File: src/rtl/tanh_pkg.sv
// Shared definitions for the pipelined tanh unit: mode encoding and the
// elaboration-time generators for the PWL intercept/slope tables.
package tanh_pkg;

    localparam logic TANH_MODE_PWL = 1'b0;
    localparam logic TANH_MODE_PWC = 1'b1;

    localparam int TANH_FX       = 30;
    localparam int TANH_HALVINGS = 10;

    // tanh(s*h) in Q.TANH_FX, with h = 2^(w-1-frac) / 2^seg_bits.
    // Integer-only: cubic series on a tiny argument, then repeated use of
    // tanh(2a) = 2*tanh(a) / (1 + tanh(a)^2) to climb back to the real argument.
    function automatic longint tanh_fx(input int s, input int w, input int frac, input int seg_bits);
        longint one;
        longint a;
        longint a2;
        longint t;
        longint den;
        one = longint'(1) << TANH_FX;
        a   = (longint'(s) << (TANH_FX + w - 1 - frac)) >>> (seg_bits + TANH_HALVINGS);
        a2  = (a * a) >>> TANH_FX;
        t   = a - ((a * a2) >>> TANH_FX) / 3;
        for (int i = 0; i < TANH_HALVINGS; i++) begin
            den = one + ((t * t) >>> TANH_FX);
            t   = (t << (TANH_FX + 1)) / den;
        end
        return t;
    endfunction

    function automatic int tanh_icpt(input int s, input int w, input int frac, input int seg_bits);
        longint maxv;
        longint half;
        maxv = (longint'(1) << (w - 1)) - 1;
        half = longint'(1) << (TANH_FX - 1);
        return int'((maxv * tanh_fx(s, w, frac, seg_bits) + half) >>> TANH_FX);
    endfunction

    function automatic int tanh_slope(input int s, input int w, input int frac, input int seg_bits);
        longint maxv;
        longint half;
        longint diff;
        longint r;
        maxv = (longint'(1) << (w - 1)) - 1;
        half = longint'(1) << (TANH_FX - 1);
        diff = tanh_fx(s + 1, w, frac, seg_bits) - tanh_fx(s, w, frac, seg_bits);
        r    = (maxv * diff + half) >>> TANH_FX;
        return (r < 0) ? 0 : int'(r);
    endfunction

endpackage

File: src/rtl/tanh_pipe_stage.sv
// One valid/ready register slice; it accepts new data whenever it is empty
// or its current content is leaving this same cycle.
module tanh_pipe_stage #(
    parameter int DW = 8
) (
    input  logic          clk,
    input  logic          rst_n,
    input  logic          in_valid,
    output logic          in_ready,
    input  logic [DW-1:0] in_data,
    output logic          out_valid,
    input  logic          out_ready,
    output logic [DW-1:0] out_data
);

    logic          valid_d;
    logic          valid_q;
    logic [DW-1:0] data_d;
    logic [DW-1:0] data_q;

    assign in_ready  = !valid_q || out_ready;
    assign out_valid = valid_q;
    assign out_data  = data_q;

    always_comb begin
        // NOTE: hold values are assigned first so every path drives both outputs and no latch is inferred.
        valid_d = valid_q;
        data_d  = data_q;
        if (in_ready) begin
            valid_d = in_valid;
            if (in_valid) begin
                data_d = in_data;
            end
        end
    end

    // NOTE: non-blocking updates make every slice sample pre-edge values, independent of evaluation order.
    always_ff @(posedge clk or negedge rst_n) begin
        if (!rst_n) begin
            valid_q <= 1'b0;
            data_q  <= '0;
        end else begin
            valid_q <= valid_d;
            data_q  <= data_d;
        end
    end

endmodule

File: src/rtl/tanh_pwl_pipe.sv
// Three-stage tanh unit: |x| and segment split, table lookup and slope
// product, then interpolation, clamp and sign restore.
module tanh_pwl_pipe
    import tanh_pkg::*;
#(
    parameter int W        = 8,
    parameter int FRAC     = 5,
    parameter int SEG_BITS = 3
) (
    input  logic         clk,
    input  logic         rst_n,
    input  logic         in_valid,
    output logic         in_ready,
    input  logic [W-1:0] in_data,
    input  logic         in_mode,
    output logic         out_valid,
    input  logic         out_ready,
    output logic [W-1:0] out_data
);

    localparam int NSEG     = 1 << SEG_BITS;
    localparam int OFF_BITS = W - 1 - SEG_BITS;
    localparam int PW       = W + OFF_BITS;
    localparam int S1W      = W + 1;
    localparam int S2W      = 1 + W + PW;
    localparam logic [W-1:0] MAXV    = {1'b0, {(W-1){1'b1}}};
    localparam logic [W-2:0] MAG_MAX = '1;

    typedef logic [NSEG-1:0][W-1:0] tab_t;

    function automatic tab_t build_icpt();
        tab_t t;
        for (int s = 0; s < NSEG; s++) t[s] = W'(tanh_icpt(s, W, FRAC, SEG_BITS));
        return t;
    endfunction

    function automatic tab_t build_slope();
        tab_t t;
        for (int s = 0; s < NSEG; s++) t[s] = W'(tanh_slope(s, W, FRAC, SEG_BITS));
        return t;
    endfunction

    localparam tab_t ICPT  = build_icpt();
    localparam tab_t SLOPE = build_slope();

    logic [W-1:0]        s1_neg;
    logic [W-2:0]        s1_mag;
    logic [S1W-1:0]      s1_pl_in;
    logic [S1W-1:0]      s1_pl;
    logic                s1_v;
    logic                s1_out_ready;
    logic [SEG_BITS-1:0] s2_seg;
    logic [OFF_BITS-1:0] s2_off;
    logic [PW-1:0]       s2_prod;
    logic [S2W-1:0]      s2_pl_in;
    logic [S2W-1:0]      s2_pl;
    logic                s2_v;
    logic                s2_out_ready;
    logic [W:0]          s3_sum;
    logic [W-1:0]        s3_ymag;
    logic [W-1:0]        s3_pl_in;

    // The most negative input has no positive twin; it saturates to MAXV.
    always_comb begin
        s1_neg = -in_data;
        s1_mag = in_data[W-2:0];
        if (in_data[W-1]) begin
            s1_mag = (in_data[W-2:0] == '0) ? MAG_MAX : s1_neg[W-2:0];
        end
        s1_pl_in = {in_mode, in_data[W-1], s1_mag};
    end

    tanh_pipe_stage #(.DW(S1W)) u_s1 (
        .clk(clk), .rst_n(rst_n),
        .in_valid(in_valid), .in_ready(in_ready), .in_data(s1_pl_in),
        .out_valid(s1_v), .out_ready(s1_out_ready), .out_data(s1_pl)
    );

    always_comb begin
        s2_seg  = s1_pl[W-2 -: SEG_BITS];
        s2_off  = s1_pl[OFF_BITS-1:0];
        s2_prod = '0;
        if (s1_pl[W] == TANH_MODE_PWL) begin
            s2_prod = PW'(SLOPE[s2_seg]) * PW'(s2_off);
        end
        s2_pl_in = {s1_pl[W-1], ICPT[s2_seg], s2_prod};
    end

    tanh_pipe_stage #(.DW(S2W)) u_s2 (
        .clk(clk), .rst_n(rst_n),
        .in_valid(s1_v), .in_ready(s1_out_ready), .in_data(s2_pl_in),
        .out_valid(s2_v), .out_ready(s2_out_ready), .out_data(s2_pl)
    );

    // Floor of the interpolated term; a zero magnitude negates to zero, never -0.
    always_comb begin
        s3_sum   = (W+1)'(s2_pl[S2W-2 -: W]) + (W+1)'(s2_pl[PW-1:0] >> OFF_BITS);
        s3_ymag  = (s3_sum > (W+1)'(MAXV)) ? MAXV : s3_sum[W-1:0];
        s3_pl_in = s2_pl[S2W-1] ? -s3_ymag : s3_ymag;
    end

    tanh_pipe_stage #(.DW(W)) u_s3 (
        .clk(clk), .rst_n(rst_n),
        .in_valid(s2_v), .in_ready(s2_out_ready), .in_data(s3_pl_in),
        .out_valid(out_valid), .out_ready(out_ready), .out_data(out_data)
    );

endmodule

File: config.mk
export PLATFORM = sky130hd
export DESIGN_NAME = tanh_pwl_pipe
export DESIGN_NICKNAME = d
export VERILOG_FILES = /design/src/rtl/tanh_pkg.sv /design/src/rtl/tanh_pipe_stage.sv /design/src/rtl/tanh_pwl_pipe.sv
export SDC_FILE = /design/constraint.sdc
export NUM_CORES = 1
export LEC_CHECK = 0
export CAP_MARGIN = 5
export CORE_ASPECT_RATIO = 0.8
export CORE_MARGIN = 1.5
export CORE_UTILIZATION = 53
export DETAILED_ROUTE_END_ITERATION = 16
export PLACE_DENSITY = 0.82
export REMOVE_ABC_BUFFERS = 1
export SLEW_MARGIN = 0
export SYNTH_ARGS = -nofsm -noshare
export SYNTH_HDL_FRONTEND = slang
export SYNTH_SLANG_ARGS = --single-unit
File: constraint.sdc
create_clock -name clk -period 3.7 [get_ports clk]
set_input_delay 0.74 -clock clk [delete_from_list [all_inputs] [get_ports clk]]
set_output_delay 0.74 -clock clk [all_outputs]
set_load 0.1 [all_outputs]
* Word-level counts from Yosys, hierarchy flattened *
Memories as Yosys holds them, arrays and structs flattened. A register that Yosys moved wholly into a read port is not among the register bits.
Index checks and enable logic that the tools add are counted.
Widths: inputs -> output; s select.

cells by class
  magnitude comparators = 2
  multiply operators = 1
  reduce and logical (&&, ||, !) cells = 11
  mux-type cells = 7
  add/sub/neg operators = 3

operators by type and width
  operator            count
  $mux 8              4
  $mux 7              2
  $mul 8x4->12        1
  $mux 12             1
  $add 8x8->9         1
  $gt 9x7->1 const B  1
  $neg 8->8           1
  $logic_not 7->1     1
  $neg 7->7           1
  $reduce_and 2->1    3
  $logic_not 1->1     4
  $lt 3x4->1 const B  1
  $logic_or 1x1->1    3

word-level totals
  bits in read-only memories = 128
  word-level logic and storage cells = 32
  bits of input ports = 13
  output and inout port bits = 10
  memories = 2
  register bits after elaboration = 41

memory list
  memory           words  width  rd ports  clocked after Yosys merged registers in  write ports  line                 source
  (no name shown)  8      8      1         1                                        0            tanh_pwl_pipe.sv:86  s2_pl_in = {s1_pl[W-1], ICPT[s2_seg], s2_prod};
  (no name shown)  8      8      1         0                                        0            tanh_pwl_pipe.sv:84  s2_prod = PW'(SLOPE[s2_seg]) * PW'(s2_off);

* Depth between registers and ports, before layout *
  word-level depth = 5
  mapped depth = 15
  depth with buffers taken out = 15

* By module *
A second synthesis with hierarchy kept.

second synthesis, totals
  cell total of the unflattened synthesis = 303
  area, all modules = 3355.7 um2

modules (own cells, without submodules)
  module                   times used  sequential area each (um2)  cells an instance  area each (um2)
  tanh_pwl_pipe            1           0.0                         213                1610.3
  tanh_pipe_stage at u_s2  1           550.5                       48                 934.6
  tanh_pipe_stage at u_s1  1           250.2                       22                 425.4
  tanh_pipe_stage at u_s3  1           225.2                       20                 385.4

* Worst setup path after synthesis *
OpenSTA, ideal clock, no wires.

  path kind = register to register
  start point = reg u_s1.data_q[4], in the netlist u_s1.out_data[4]
  end point = reg u_s2.data_q[9], in the netlist u_s2.out_data[9]
  slack = -0.066 ns
  data required time = 3.579 ns
  library setup time = 0.121 ns
  buffers on the path = 0
  period minus slack after synthesis = 3.766 ns
  data arrival time = 3.645 ns
  cell stages (with the launch flop) = 16
  cells stage by stage = dfrtp_1 -> inv_1 -> ha_1 -> nand2b_1 -> and2_1 -> fa_1 -> inv_1 -> fa_1 -> inv_1 -> ha_1 -> a21o_1 -> a21oi_1 -> o22ai_1 -> o41a_1 -> xor2_1 -> a22o_1

between the ends
  cells in the longest elaborated chain, start to end = 4

ends and longest elaborated chain
  element                       line                   source
  start, declared               tanh_pipe_stage.sv:19  logic [DW-1:0] data_q;
  start signal, assigned        tanh_pipe_stage.sv:44  data_q <= data_d;
  $mem_v2 8x8                   --
  $mux 8 (implied by the code)  tanh_pwl_pipe.sv:84
  $mul 8x4->12                  tanh_pwl_pipe.sv:84
  $mux 12                       tanh_pwl_pipe.sv:83    if (s1_pl[W] == TANH_MODE_PWL) begin
  end signal, assigned          tanh_pipe_stage.sv:44
  end, declared                 tanh_pipe_stage.sv:19

No other way between the ends. The select of a mux whose other input is x is not followed.
A chain may end at the register's enable or synchronous reset.

* Worst setup path in the final report *
Same ends and word-level chain as after synthesis.

==> reports/metrics.csv <==
metric,value,unit
outcome,"complete, no violations",
Setup Viol. Count Final,0,
nets@finish,371,
fill count,381,
Post-Syn Instances,290,
critical path cell sequence,inv_2 > ha_2 > nand2b_4 > and2_4 > fa_1 > inv_1 > fa_1 > inv_2 > ha_4 > a21o_1 > a21oi_2 > o22ai_2 > o41a_1 > xor2_1 > a22o_1,
Finished Cell Area,0.00317,sq mm
synthesis-to-layout area growth,20.5,%
die span in y,66.0,microns
Worst slew margin,0.351,
Crit. End Element,flop,
I/O Pins,23,
Post-DP Area,0.00296,sq mm
CTS tree,yes,
CTS Sinks,35,
largest net degree at the start of global routing,36,
crit path DAT,3.77,ns
pre-CTS setup slack,-0.0462,ns
Post-synth EDFFs,0,
Worst VDD drop,0.000723,V
hold crit path type,flop to flop,
post-synthesis async set-or-reset flop share,1.00,
drt drc,0,
final setup margin,0.109,ns
area share of the largest cell type after synthesis,0.333,
crit-path max cell delay,0.56,ns
Core Box Area,0.00468,sq mm
syn avg cell area,9.06,sq um
hold path depth,2,
"count leader, synth",nand2_1,
first-pass GRT wire length,9620,microns
DR WL/cell,14.0,microns
DR iter-0 viols,100,
total die area,0.00539,sq mm
Crit. path cell count,15,
GRT overflow,0,
Synth Register Bits,35,
CP bufs+invs,3,
LEAKAGE,1.47,nW
via count,2154,
final period utilization,0.971,
Mapped Area,0.00263,sq mm
Die Wd,81.7,microns
Commonest cells post-synth,"nand2_1 (42), dfrtp_1 (35), ha_1 (23), nor2_1 (20), inv_1 (19)",
Final GP Congestion,0.872,
post-DP HPWL,4110,microns
required time of the critical path,3.88,ns
Buffers on Ports,22,
H-Tree Depth,2,
drt first pass iters,4,
drt via density,5.55,
fin crit period,3.59,ns
register area share after synthesis,0.333,
post-route ant nets,0,
Area contributors post-synth,"dfrtp_1 (33%), ha_1 (11%), fa_1 (6.1%)",
Post-Route WL,5450,microns
multi-input logic area,0.00170,sq mm
Inserted Clock Buffers,5,
Reg area,876,sq um
GRT Total Usage,0.234,
initial antenna violation count,0,
Rows,22,
yosys warns,0,
Critical Path Source Type,flop,
power per cell area,755,mW/mm^2
vias in the first global route,2170,
Synth area leader,dfrtp_1,
root buf cell,clkbuf_8,
Initial Util,0.561,
Inserted Diodes,0,
Pwr Total,0.00239,W
worst-skew pair later-pin latency,0.29,ns
skew final,0.00627,ns
Most used DFF post-synth,dfrtp_1,
Unique masters post-synth,52,
clock tree buffer depth,2,
fmax,278,MHz
CP Class,flop to flop,
Worst-Margin Slew,0.970,ns
critical path peak fanout,3,
Reg2Reg Depth,15,
Slew Limit Fails,0,
CP top delay family,adder cells,
final hold vios,0,
critical path's slowest cell,fa_1,
share of post-route cells with drive strength above 1,0.152,
clock-pin slew on the worst setup and hold paths,0.07,ns
max cap viols,0,
[per-layer routing]
metal | wire length (microns) | GRT usage | share of wire | vias to the layer above
met4 | 67 | 0.0614 | 0.012 | 0
met5 | 0 | 0 | 0 | -
met3 | 255 | 0.0552 | 0.047 | 9
met1 | 2610 | 0.314 | 0.48 | 1004
met2 | 2510 | 0.378 | 0.46 | 52
li1 | - | - | - | 1089
[power by group]
group	switching, W	internal [W]
clock network	0.000151	0.000201
logic	0.000925	0.000544
registers	0.0000819	0.000487
total	0.00116	0.00123
[sequential cells by signal (all words and copies together), names as in the netlist]
signal / count
u_s1.out_data: 9
u_s1.out_valid: 1
u_s2.out_data: 15
u_s2.out_valid: 1
u_s3.out_data: 8
u_s3.out_valid: 1
[timing repair]
action | in CTS | in global routing
setup buffers | 4 | 1
setup endpoints to repair | 1 | 5
resized for setup | 4 | 9
hold buffers | 0 | 0
pin swaps | 3 | 7
[per-stage QoR]
stage | setup TNS [ns] | hold WS [ns] | util | instances
final | 0 | 0.482 | 0.676 | 388
after CTS | 0 | 0.487 | 0.666 | 387
after detailed placement | -0.0462 | 0.469 | 0.632 | 375
after global placement | 0 | 0.459 | 0.632 | 375
after floorplan | -0.0773 | 0.442 | - | 283
after global routing | -0.0175 | 0.508 | 0.676 | 388
[worst reg2reg max path: stages, from the launching register on]
cell,delay [ns]
dfrtp_1,0.37
inv_2,0.05
ha_2,0.19
nand2b_4,0.14
and2_4,0.16
fa_1,0.53
inv_1,0.06
fa_1,0.56
inv_2,0.05
ha_4,0.23
a21o_1,0.19
a21oi_2,0.17
o22ai_2,0.10
o41a_1,0.35
xor2_1,0.16
a22o_1,0.17
[final timing paths]
path | start | endpoint | slack [ns]
hold reg to reg | u_s3.out_data[1]$_DFFE_PN0P_ | u_s3.out_data[1]$_DFFE_PN0P_ | 0.48
hold / removal | u_s3.out_data[1]$_DFFE_PN0P_ | u_s3.out_data[1]$_DFFE_PN0P_ | 0.48
max in group asynchronous | rst_n | u_s2.out_data[8]$_DFFE_PN0P_ | 2.53
setup / recovery | u_s1.out_data[4]$_DFFE_PN0P_ | u_s2.out_data[9]$_DFFE_PN0P_ | 0.11
setup reg to reg | u_s1.out_data[4]$_DFFE_PN0P_ | u_s2.out_data[9]$_DFFE_PN0P_ | 0.11
min in group asynchronous | rst_n | u_s3.out_data[7]$_DFFE_PN0P_ | 0.85
[logic make-up after synthesis]
group	share of synthesized area
flops	0.333
simple gates	0.207
buf+inv	0.0405
xor+xnor	0.0434
mux	0.0243
compound gates	0.181
fa+ha+maj	0.171
[layout by cell type (no fill, tap or decap), types with 5 or more instances in the layout]
master / count
a21oi_1: 14
and2_1: 11
buf_4: 16
clkbuf_8: 5
clkdlybuf4s50_1: 21
dfrtp_1: 35
fa_1: 8
ha_1: 21
inv_1: 16
nand2_1: 42
nand3_1: 7
nor2_1: 20
nor3b_1: 5
o21ai_0: 12
o21ai_1: 5
o31ai_1: 5
xor2_1: 11
[layout make-up]
| type | count | share of cell area |
|---|---|---|
| well taps | 60 | 0.0237 |
| inverters | 19 | 0.0225 |
| flip-flops and latches | 35 | 0.277 |
| multi-input cells | 229 | 0.537 |
| clock inverters | 3 | 0.0138 |
| clock buffers | 5 | 0.0217 |
| repair buffers | 37 | 0.104 |
Power figures use the tool's default switching activity.
